### src/rtl/tof_i2c_sequencer_if.sv
// Transaction bus between the command sequencer and the ToF I2C master driver.
interface tof_i2c_sequencer_if;
    logic [6:0]  i2c_slave_address;
    logic [15:0] i2c_register_address;
    logic        i2c_is_read;
    logic [9:0]  i2c_nb_of_bytes;
    logic [7:0]  i2c_data_in;
    logic        i2c_start;
    logic        i2c_reset;
    logic        i2c_ready;
    logic        i2c_error;
    logic [15:0] i2c_data_out;

    modport master (
        output i2c_slave_address, i2c_register_address, i2c_is_read, i2c_nb_of_bytes,
        output i2c_data_in, i2c_start, i2c_reset,
        input  i2c_ready, i2c_error, i2c_data_out
    );

    modport slave (
        input  i2c_slave_address, i2c_register_address, i2c_is_read, i2c_nb_of_bytes,
        input  i2c_data_in, i2c_start, i2c_reset,
        output i2c_ready, i2c_error, i2c_data_out
    );
endinterface

### src/rtl/tof_i2c_sequencer.sv
// Walks an external command table and drives the ToF I2C master one transaction at a time,
// with per-phase timeout, bounded retry through a driver reset, and read-result return.
module tof_i2c_sequencer #(
    parameter logic [6:0] SLAVE_ADDR     = 7'h29,
    parameter int         CMD_AW         = 4,
    parameter int         TIMEOUT_CYCLES = 100000,
    parameter int         MAX_RETRIES    = 3
) (
    input  logic                clock,
    input  logic                reset,
    input  logic                go,
    output logic                busy,
    output logic                done,
    output logic                error,
    output logic [CMD_AW-1:0]   cmd_addr,
    input  logic [31:0]         cmd_data,
    output logic                rd_valid,
    output logic [15:0]         rd_data,
    output logic [CMD_AW-1:0]   rd_index,
    tof_i2c_sequencer_if.master i2c
);
    localparam int TW = ($clog2(TIMEOUT_CYCLES + 1) > 17) ? $clog2(TIMEOUT_CYCLES + 1) : 17;
    localparam int RW = (MAX_RETRIES < 1) ? 1 : $clog2(MAX_RETRIES + 1);
    localparam logic [TW-1:0] T_LAST = TW'(TIMEOUT_CYCLES - 1);
    localparam logic [RW-1:0] R_MAX  = RW'(MAX_RETRIES);

    localparam logic [3:0] S_IDLE    = 4'd0;
    localparam logic [3:0] S_FETCH   = 4'd1;
    localparam logic [3:0] S_LOAD    = 4'd2;
    localparam logic [3:0] S_ISSUE   = 4'd3;
    localparam logic [3:0] S_WAIT    = 4'd4;
    localparam logic [3:0] S_CAPTURE = 4'd5;
    localparam logic [3:0] S_NEXT    = 4'd6;
    localparam logic [3:0] S_RECOVER = 4'd7;
    localparam logic [3:0] S_DONE    = 4'd8;
    localparam logic [3:0] S_ERROR   = 4'd9;

    logic [3:0]        state_q, state_d;
    logic [CMD_AW-1:0] idx_q, idx_d;
    logic [RW-1:0]     retry_q, retry_d;
    logic [TW-1:0]     tcnt_q, tcnt_d, tcnt_inc;
    logic              rec_q, rec_d;
    logic              last_q, last_d;
    logic              busy_q, busy_d, done_q, done_d, error_q, error_d;
    logic [CMD_AW-1:0] cmd_addr_q, cmd_addr_d;
    logic              rd_valid_q, rd_valid_d;
    logic [15:0]       rd_data_q, rd_data_d;
    logic [CMD_AW-1:0] rd_index_q, rd_index_d;
    logic              start_q, start_d, i2c_reset_q, i2c_reset_d;
    logic [15:0]       reg_addr_q, reg_addr_d;
    logic              is_read_q, is_read_d;
    logic [9:0]        nb_q, nb_d;
    logic [7:0]        din_q, din_d;
    logic              fail;

    always_comb begin
        state_d     = state_q;
        idx_d       = idx_q;
        retry_d     = retry_q;
        tcnt_d      = tcnt_q;
        rec_d       = rec_q;
        last_d      = last_q;
        error_d     = error_q;
        cmd_addr_d  = cmd_addr_q;
        rd_valid_d  = 1'b0;
        rd_data_d   = rd_data_q;
        rd_index_d  = rd_index_q;
        start_d     = start_q;
        i2c_reset_d = 1'b0;
        reg_addr_d  = reg_addr_q;
        is_read_d   = is_read_q;
        nb_d        = nb_q;
        din_d       = din_q;
        tcnt_inc    = (tcnt_q == '1) ? tcnt_q : tcnt_q + 1'b1;
        // driver error outranks a simultaneous ready
        fail        = i2c.i2c_error || (tcnt_q == T_LAST);

        case (state_q)
            S_IDLE, S_ERROR: begin
                if (go) begin
                    error_d    = 1'b0;
                    idx_d      = '0;
                    retry_d    = '0;
                    cmd_addr_d = '0;
                    state_d    = S_FETCH;
                end
            end
            S_FETCH: state_d = S_LOAD;
            S_LOAD: begin
                last_d     = cmd_data[31];
                is_read_d  = cmd_data[30];
                nb_d       = (cmd_data[25:24] == 2'd0) ? 10'd1 : {8'd0, cmd_data[25:24]};
                reg_addr_d = cmd_data[23:8];
                din_d      = cmd_data[7:0];
                tcnt_d     = '0;
                start_d    = 1'b1;
                state_d    = S_ISSUE;
            end
            S_ISSUE, S_WAIT: begin
                tcnt_d = tcnt_inc;
                if (fail) begin
                    start_d     = 1'b0;
                    i2c_reset_d = 1'b1;
                    rec_d       = 1'b0;
                    state_d     = S_RECOVER;
                end else if (state_q == S_ISSUE && !i2c.i2c_ready) begin
                    start_d = 1'b0;
                    tcnt_d  = '0;
                    state_d = S_WAIT;
                end else if (state_q == S_WAIT && i2c.i2c_ready) begin
                    state_d = S_CAPTURE;
                end
            end
            S_CAPTURE: begin
                if (is_read_q) begin
                    rd_valid_d = 1'b1;
                    rd_data_d  = i2c.i2c_data_out;
                    rd_index_d = idx_q;
                end
                state_d = S_NEXT;
            end
            S_NEXT: begin
                if (last_q || idx_q == '1) begin
                    state_d = S_DONE;
                end else begin
                    idx_d      = idx_q + 1'b1;
                    cmd_addr_d = idx_q + 1'b1;
                    retry_d    = '0;
                    state_d    = S_FETCH;
                end
            end
            S_RECOVER: begin
                // i2c_reset spans the entry cycle plus one more
                if (!rec_q) begin
                    rec_d       = 1'b1;
                    i2c_reset_d = 1'b1;
                end else if (retry_q < R_MAX) begin
                    retry_d = retry_q + 1'b1;
                    state_d = S_LOAD;
                end else begin
                    error_d = 1'b1;
                    state_d = S_ERROR;
                end
            end
            S_DONE:  state_d = S_IDLE;
            default: state_d = S_IDLE;
        endcase

        busy_d = !(state_d == S_IDLE || state_d == S_DONE || state_d == S_ERROR);
        done_d = (state_d == S_DONE);
    end

    always_ff @(posedge clock) begin
        if (reset) begin
            state_q     <= S_IDLE;
            idx_q       <= '0;
            retry_q     <= '0;
            tcnt_q      <= '0;
            rec_q       <= 1'b0;
            last_q      <= 1'b0;
            busy_q      <= 1'b0;
            done_q      <= 1'b0;
            error_q     <= 1'b0;
            cmd_addr_q  <= '0;
            rd_valid_q  <= 1'b0;
            rd_data_q   <= '0;
            rd_index_q  <= '0;
            start_q     <= 1'b0;
            i2c_reset_q <= 1'b1;
            reg_addr_q  <= '0;
            is_read_q   <= 1'b0;
            nb_q        <= '0;
            din_q       <= '0;
        end else begin
            state_q     <= state_d;
            idx_q       <= idx_d;
            retry_q     <= retry_d;
            tcnt_q      <= tcnt_d;
            rec_q       <= rec_d;
            last_q      <= last_d;
            busy_q      <= busy_d;
            done_q      <= done_d;
            error_q     <= error_d;
            cmd_addr_q  <= cmd_addr_d;
            rd_valid_q  <= rd_valid_d;
            rd_data_q   <= rd_data_d;
            rd_index_q  <= rd_index_d;
            start_q     <= start_d;
            i2c_reset_q <= i2c_reset_d;
            reg_addr_q  <= reg_addr_d;
            is_read_q   <= is_read_d;
            nb_q        <= nb_d;
            din_q       <= din_d;
        end
    end

    assign busy                     = busy_q;
    assign done                     = done_q;
    assign error                    = error_q;
    assign cmd_addr                 = cmd_addr_q;
    assign rd_valid                 = rd_valid_q;
    assign rd_data                  = rd_data_q;
    assign rd_index                 = rd_index_q;
    assign i2c.i2c_slave_address    = SLAVE_ADDR;
    assign i2c.i2c_register_address = reg_addr_q;
    assign i2c.i2c_is_read          = is_read_q;
    assign i2c.i2c_nb_of_bytes      = nb_q;
    assign i2c.i2c_data_in          = din_q;
    assign i2c.i2c_start            = start_q;
    assign i2c.i2c_reset            = i2c_reset_q;
endmodule

### src/flat_wrapper.sv
// flat-port wrapper written by rule: the top's interface ports become plain ports
module tof_i2c_sequencer_flat 
#(
    parameter logic [6:0] SLAVE_ADDR     = 7'h29,
    parameter int         CMD_AW         = 4,
    parameter int         TIMEOUT_CYCLES = 100000,
    parameter int         MAX_RETRIES    = 3
)
  (clock, reset, go, busy, done, error, cmd_addr, cmd_data, rd_valid, rd_data, rd_index, i2c_i2c_slave_address, i2c_i2c_register_address, i2c_i2c_is_read, i2c_i2c_nb_of_bytes, i2c_i2c_data_in, i2c_i2c_start, i2c_i2c_reset, i2c_i2c_ready, i2c_i2c_error, i2c_i2c_data_out);
  tof_i2c_sequencer_if i2c_i ();
  input  logic clock;
  input  logic reset;
  input  logic go;
  output logic busy;
  output logic done;
  output logic error;
  output logic [CMD_AW-1:0] cmd_addr;
  input  logic [31:0] cmd_data;
  output logic rd_valid;
  output logic [15:0] rd_data;
  output logic [CMD_AW-1:0] rd_index;
  output wire logic [$bits(i2c_i.i2c_slave_address)-1:0] i2c_i2c_slave_address;
  output wire logic [$bits(i2c_i.i2c_register_address)-1:0] i2c_i2c_register_address;
  output wire logic [$bits(i2c_i.i2c_is_read)-1:0] i2c_i2c_is_read;
  output wire logic [$bits(i2c_i.i2c_nb_of_bytes)-1:0] i2c_i2c_nb_of_bytes;
  output wire logic [$bits(i2c_i.i2c_data_in)-1:0] i2c_i2c_data_in;
  output wire logic [$bits(i2c_i.i2c_start)-1:0] i2c_i2c_start;
  output wire logic [$bits(i2c_i.i2c_reset)-1:0] i2c_i2c_reset;
  input wire logic [$bits(i2c_i.i2c_ready)-1:0] i2c_i2c_ready;
  input wire logic [$bits(i2c_i.i2c_error)-1:0] i2c_i2c_error;
  input wire logic [$bits(i2c_i.i2c_data_out)-1:0] i2c_i2c_data_out;
  assign i2c_i2c_slave_address = i2c_i.i2c_slave_address;
  assign i2c_i2c_register_address = i2c_i.i2c_register_address;
  assign i2c_i2c_is_read = i2c_i.i2c_is_read;
  assign i2c_i2c_nb_of_bytes = i2c_i.i2c_nb_of_bytes;
  assign i2c_i2c_data_in = i2c_i.i2c_data_in;
  assign i2c_i2c_start = i2c_i.i2c_start;
  assign i2c_i2c_reset = i2c_i.i2c_reset;
  assign i2c_i.i2c_ready = i2c_i2c_ready;
  assign i2c_i.i2c_error = i2c_i2c_error;
  assign i2c_i.i2c_data_out = i2c_i2c_data_out;
  tof_i2c_sequencer #(.SLAVE_ADDR(SLAVE_ADDR), .CMD_AW(CMD_AW), .TIMEOUT_CYCLES(TIMEOUT_CYCLES), .MAX_RETRIES(MAX_RETRIES)) u_core (.clock(clock), .reset(reset), .go(go), .busy(busy), .done(done), .error(error), .cmd_addr(cmd_addr), .cmd_data(cmd_data), .rd_valid(rd_valid), .rd_data(rd_data), .rd_index(rd_index), .i2c(i2c_i));
endmodule
### config.mk
export PLATFORM = sky130hd
export DESIGN_NAME = tof_i2c_sequencer_flat
export DESIGN_NICKNAME = d
export VERILOG_FILES = /design/src/rtl/tof_i2c_sequencer_if.sv /design/src/rtl/tof_i2c_sequencer.sv /design/src/flat_wrapper.sv
export SDC_FILE = /design/constraint.sdc
export NUM_CORES = 1
export LEC_CHECK = 0
export ABC_AREA = 1
export BUFFER_PORTS_ARGS = -buffer_cell sky130_fd_sc_hd__buf_2
export CORE_MARGIN = 5
export CORE_UTILIZATION = 40
export CTS_CLUSTER_SIZE = 28
export DETAILED_ROUTE_END_ITERATION = 8
export PLACE_DENSITY_LB_ADDON = 0.12
export SLEW_MARGIN = 20
export SYNTH_ARGS = -nofsm -noshare
export SYNTH_HDL_FRONTEND = slang
export SYNTH_SLANG_ARGS = --single-unit
### constraint.sdc
create_clock -name clock -period 2.46 [get_ports clock]
set_clock_uncertainty 0.1 [all_clocks]
set_input_delay 0.369 -clock clock [delete_from_list [all_inputs] [get_ports clock]]
set_output_delay 0.369 -clock clock [all_outputs]
set_load 0.01 [all_outputs]
# [Yosys cells after proc, flatten, opt, wreduce, memory -nomap -nowiden]
# Cells that the tools add are included.
[word_totals] reg_bits=90 in_bits=53 out_inout_bits=72 word_cells=102
[op_classes] n_addsub=3 magnitude_cmp=1 eq_ne=20 muxes=34 bitwise_logic=1 n_reduce_logical=25
[ops] op="two-way mux 17 bit" count=3
[ops] op="two-way mux 4 bit" count=9
[ops] op="== test 17 bit, second input constant" count=2
[ops] op="one-hot mux 17 bit (2 select lines)" count=1
[ops] op="one-hot mux 4 bit (7 select lines)" count=1
[ops] op="adder 17 x 1 -> 17 bit, second input constant" count=1
[ops] op="== test 4 x 3 -> 1 bit, second input constant" count=4
[ops] op="== test 4 bit, second input constant" count=4
[ops] op="two-way mux 2 bit" count=5
[ops] op="two-way mux 1 bit" count=9
[ops] op="== test 4 x 2 -> 1 bit, second input constant" count=2
[ops] op="logical NOT 4 bit" count=2
[ops] op="one-hot mux 1 bit (2 select lines)" count=4
[ops] op="one-hot mux 4 bit (2 select lines)" count=1
[ops] op="nonzero test 2 bit" count=4
[ops] op="!= test 2 x 1 -> 1 bit, second input constant" count=3
[ops] op="!= test 2 bit, second input constant" count=3
[ops] op="one-hot mux 2 bit (3 select lines)" count=1
[ops] op="AND reduction 2 bit" count=3
[ops] op="OR reduction 2 bit" count=3
[ops] op="AND reduction 5 bit" count=1
[ops] op="adder 4 x 1 -> 4 bit, second input constant" count=1
[ops] op="== test 4 x 1 -> 1 bit, second input constant" count=1
[ops] op="logical OR 1 bit" count=4
[ops] op="10 further kinds" count=12

# [Depth between registers and ports, before layout]
[logic_depth] word_depth=10 ltp_mapped=12 mapped_depth_nobuf=12

# [Worst setup path before layout]
# Ideal clock, no wire load.
[synth_path] path_type="register to register" start="register u_core.tcnt_q[0]" end="register u_core.tcnt_q[1]" setup_time_ps=132 arrival_ps=1426 required_time_ps=2228 path_slack_ps=801 path_stages_with_launch=10 n_path_buf=0 period_less_slack_ps=1659 path_cell_list="dfxtp_1 -> ha_1 -> nand2_1 -> nor2_1 -> inv_1 -> nor2_2 -> nand3_2 -> or2_0 -> nand3_1 -> a21oi_1"
[synth_between] elab_chain_cells=5 word_cells_on_any_way=8 classes_between="add/sub (1); eq/ne (2); mux (4); reduce/logical (1)"
[synth_rtl] item="from (decl)" line_no="tof_i2c_sequencer.sv:41" source="logic [TW-1:0] tcnt_q, tcnt_d, tcnt_inc;"
[synth_rtl] item="from (signal assigned)" line_no="tof_i2c_sequencer.sv:178" source="tcnt_q <= tcnt_d;"
[synth_rtl] item="adder 17 x 1 -> 17 bit or == test 17 bit (tied branches)" line_no="tof_i2c_sequencer.sv:74" source="tcnt_inc = (tcnt_q == '1) ? tcnt_q : tcnt_q + 1'b1;"
[synth_rtl] item="two-way mux 17 bit" line_no="tof_i2c_sequencer.sv:74"
[synth_rtl] item="two-way mux 17 bit" line_no="tof_i2c_sequencer.sv:106" source="end else if (state_q == S_ISSUE && !i2c.i2c_ready) begin"
[synth_rtl] item="two-way mux 17 bit (*)" line_no="tof_i2c_sequencer.sv:101" source="if (fail) begin"
[synth_rtl] item="one-hot mux 17 bit (2 select lines) (*)" line_no="tof_i2c_sequencer.sv:78" source="case (state_q)"
# Mark *: on every way between the ends. The rest lies on a longest branch, timed or not.
# A chain may end at the register's enable or synchronous reset.

# [Worst setup path in the final report]
# Same ends and word-level chain as after synthesis.

==> flow_summary_export.csv <==
group,metric,value,unit
run_status,outcome,"complete, no violations",
global_route,grt_pass1_vias,3424,
detailed_routing,wl_per_cell,12.2,um
worst_setup_path,crit_buf_inv,1,
finish,antenna_cells,0,
sta,max_slew_margin,0.530,
sta,tightestPinTransition,0.704,ns
worst_setup_path,r2r-start,"u_core.tcnt_q[0]$_SDFFE_PP0P_",
power,power_leakage,0.00208,uW
logic_synthesis,yosys_warnings,0,
worst_setup_path,worstSetupPathType,"register to register",
floorplanning,ios,125,
global_route,grt_max_degree,38,
logic_synthesis,synthXorXnorAreaFrac,0.0140,
clock_network,cts_root_buf,"clkbuf_8",
floorplanning,die_h,107,um
min_path,hold_end,"u_core.error$_SDFFE_PP0P_",
power,vdd_drop_max,503,uV
worst_setup_path,r2r_setup_slack,0.56,ns
sta,period_share,0.771,
clock_network,clk_pin_slew_worst_paths,0.08,ns
detailed_routing,drc,0,
finish,layout-drive-gt1-share,0.241,
logic_synthesis,synth_area,3740,um^2
worst_setup_path,cp.arrival,2.02,ns
floorplanning,initial_core_util,0.407,
logic_synthesis,ys_types,38,
global_route,grt_remaining_overflow,0,
global_route,grt_pass1_wl,15.4,mm
floorplanning,die_area,11400,um^2
power,comb_power_share,0.315,
place,placement.io_buffers,105,
place,place_congestion,0.907,
worst_setup_path,crit_start,"u_core.tcnt_q[0]$_SDFFE_PP0P_",
floorplanning,die_w,107,um
power,p_clk_frac,0.265,
logic_synthesis,ys_seq_area_frac,0.439,
worst_setup_path,cp_max_fo,8,
worst_setup_path,slowest_stage,"dfxtp_1",
logic_synthesis,synth_top_family_by_area,"simple AND/OR/NAND/NOR gates",
detailed_routing,vias,3587,
power,seqPwrFrac,0.420,
logic_synthesis,synth_fa_ha_area_frac,0.0100,
finish,final_cell_mix,"nand2_1 (111), buf_2 (105), nor2_1 (95), dfxtp_1 (82), nand3_1 (43)",
clock_network,postCtsResizedCells,0,
logic_synthesis,synth_seq_cells,82,
worst_setup_path,critPathLaunchType,"register",
sta,final_max_slew_viol_count,0,
worst_setup_path,worstPathCellList,"ha_1, nand2_1, nor2_1, inv_1, nor2_2, nand3_2, or2_0, nand3_1, a21oi_1",
clock_network,cts_buffer_depth,2,
global_route,grt.busiest_layer,"met2",
sta,fin_crit,1.90,ns
clock_network,cts_tree,"yes",
sta,setup_violations,0,
floorplanning,coreArea,9200,um^2
detailed_routing,wl,9.07,mm
power,power.density,911,nW/um^2
min_path,whs_path_depth,2,
sta,max_freq,527,MHz
clock_network,postCtsSetupRepairBufs,0,
worst_setup_path,r2r_end,"u_core.tcnt_q[1]$_SDFFE_PP0P_",
logic_synthesis,synthCells,528,
worst_setup_path,end_kind,"register",
clock_network,htreeDepth,3,
clock_network,cts.sinks,82,
min_path,worstHoldStart,"go",
global_route,use_met3,0.0433,
job,drv_cap,0,
floorplanning,core.rowCount,35,
worst_setup_path,cp.required,2.58,ns
worst_setup_path,crit_family,"simple AND/OR/NAND/NOR gates",
detailed_routing,drt_iter0_drc,162,
finish,syn2layout_area_growth,21.1,%
finish,fin_nets,685,
clock_network,cts_buffers,9,
finish,fillers,986,
sta,rsz0062_at_grt,"no",
worst_setup_path,max_stage_delay,0.38,ns
global_route,gr-usage-all-layers,0.164,
sta,fin_setup_tns,0,ns
global_route,antenna_found_initial,0,
min_path,worstHoldPathType,"primary input to register",
logic_synthesis,synth-simple-area-share,0.318,
power,switching_power,1500,uW
power,p_int,2630,uW
logic_synthesis,synth_compound_area_frac,0.127,
finish,final_common_cell,"nand2_1",
clock_network,ctsHoldBuffers,0,
logic_synthesis,synthMuxAreaShare,0,
logic_synthesis,avgSynthCellArea,7.09,um^2
detailed_routing,vias_per_cell,4.81,
global_route,grt_use_met1,0.196,
detailed_routing,ant_nets,0,
sta,finalHoldViolCount,0,
worst_setup_path,r2r_cells,9,
power,power,4130,uW
detailed_routing,dr.pass1.iters,4,
power,swShare,0.363,
clock_network,clk_latency,0.35,ns
global_route,grt_use_met2,0.289,
place,hpwl,6.55,mm
## cell families after synthesis
group | Yosys count
simple gates | 278
compound gates | 86
flops | 82
buf+inv | 71
xor+xnor | 6
fa+ha+maj | 3
other cells | 2
## registers in the layout, indices dropped and copies added (netlist names)
signal	flops
u_core.tcnt_q	17
u_core.rd_data	16
u_core.cmd_addr	4
u_core.i2c.i2c_start	1
u_core.i2c.i2c_reset	1
u_core.i2c.i2c_nb_of_bytes	2
u_core.error	1
u_core.done	1
u_core.state_q	4
u_core.i2c.i2c_data_in	8
u_core.rd_index	4
u_core.i2c.i2c_register_address	16
u_core.i2c.i2c_is_read	1
u_core.busy	1
u_core.rec_q	1
u_core.last_q	1
u_core.rd_valid	1
u_core.retry_q	2
## layer usage
metal,share of wire,vias up
li1,-,1874
met1,0.44,1605
met2,0.48,97
met3,0.062,11
met4,0.013,0
met5,0,-
## power groups by stage
stage                     Clock [uW]  Combinational [uW]  Sequential [uW]
after floorplan                    0                 825             1830
after global placement             0                1310             1750
after detailed placement           0                1320             1760
after CTS                       1140                1320             1730
after global routing            1190                1480             1770
final                           1100                1300             1730
## area by class of cell
type	instances	area (um^2)	area share
Multi-Input combinational cell	388	1810	0.400
Sequential cell	82	1640	0.362
Timing Repair Buffer	112	578	0.128
Tap cell	111	139	0.0306
Inverter	36	135	0.0298
Clock buffer	9	124	0.0273
Clock inverter	7	101	0.0224
## Yosys cell counts
cell type / number / area [um^2]
nand2_1: 111 / 417
nor2_1: 95 / 357
dfxtp_1: 82 / 1640
nand3_1: 43 / 215
o21ai_0: 37 / 185
a21oi_1: 36 / 180
inv_1: 30 / 113
buf_4: 15 / 113
clkbuf_1: 13 / 48.8
nand4_1: 8 / 50.1
nor2_2: 7 / 43.8
buf_2: 6 / 30.0
inv_2: 5 / 18.8
xor2_1: 5 / 43.8
nand2_2: 4 / 25.0
ha_1: 3 / 37.5
o21bai_1: 3 / 22.5
a31oi_1: 2 / 12.5
conb_1: 2 / 7.51
nor2_4: 2 / 22.5
o211ai_1: 2 / 15.0
a21oi_2: 1 / 8.76
and2_1: 1 / 6.26
buf_6: 1 / 11.3
clkinv_1: 1 / 3.75
nand3_2: 1 / 10.0
nand3b_1: 1 / 7.51
nor3_2: 1 / 10.0
nor3b_1: 1 / 7.51
o211a_1: 1 / 10.0
o21ai_2: 1 / 8.76
o21ai_4: 1 / 16.3
o221a_2: 1 / 11.3
o22ai_1: 1 / 6.26
or2_0: 1 / 6.26
or2_1: 1 / 6.26
or2_2: 1 / 6.26
xnor2_1: 1 / 8.76
## through the flow
stage	util	instance area, um^2	hold slack, ns	std cells	setup WS [ns]
final	0.493	4530	0.132	745	0.563
after global routing	0.493	4530	0.125	745	0.343
after CTS	0.493	4530	0.111	745	0.523
after detailed placement	0.468	4310	0.349	729	0.548
after global placement	0.468	4310	0.345	729	0.614
after floorplan	-	3790	0.332	541	0.801
## how the worst max path moves through the flow
stage	end	slack, ns	cells past startpoint
floorplan	u_core.tcnt_q[1]$_SDFFE_PP0P_	0.80	9
global placement	u_core.tcnt_q[1]$_SDFFE_PP0P_	0.61	9
detailed placement	u_core.tcnt_q[1]$_SDFFE_PP0P_	0.55	9
CTS	u_core.tcnt_q[1]$_SDFFE_PP0P_	0.52	9
global route	u_core.tcnt_q[1]$_SDFFE_PP0P_	0.34	9
finish	u_core.tcnt_q[1]$_SDFFE_PP0P_	0.56	9
(Power assumes the default switching activity.)
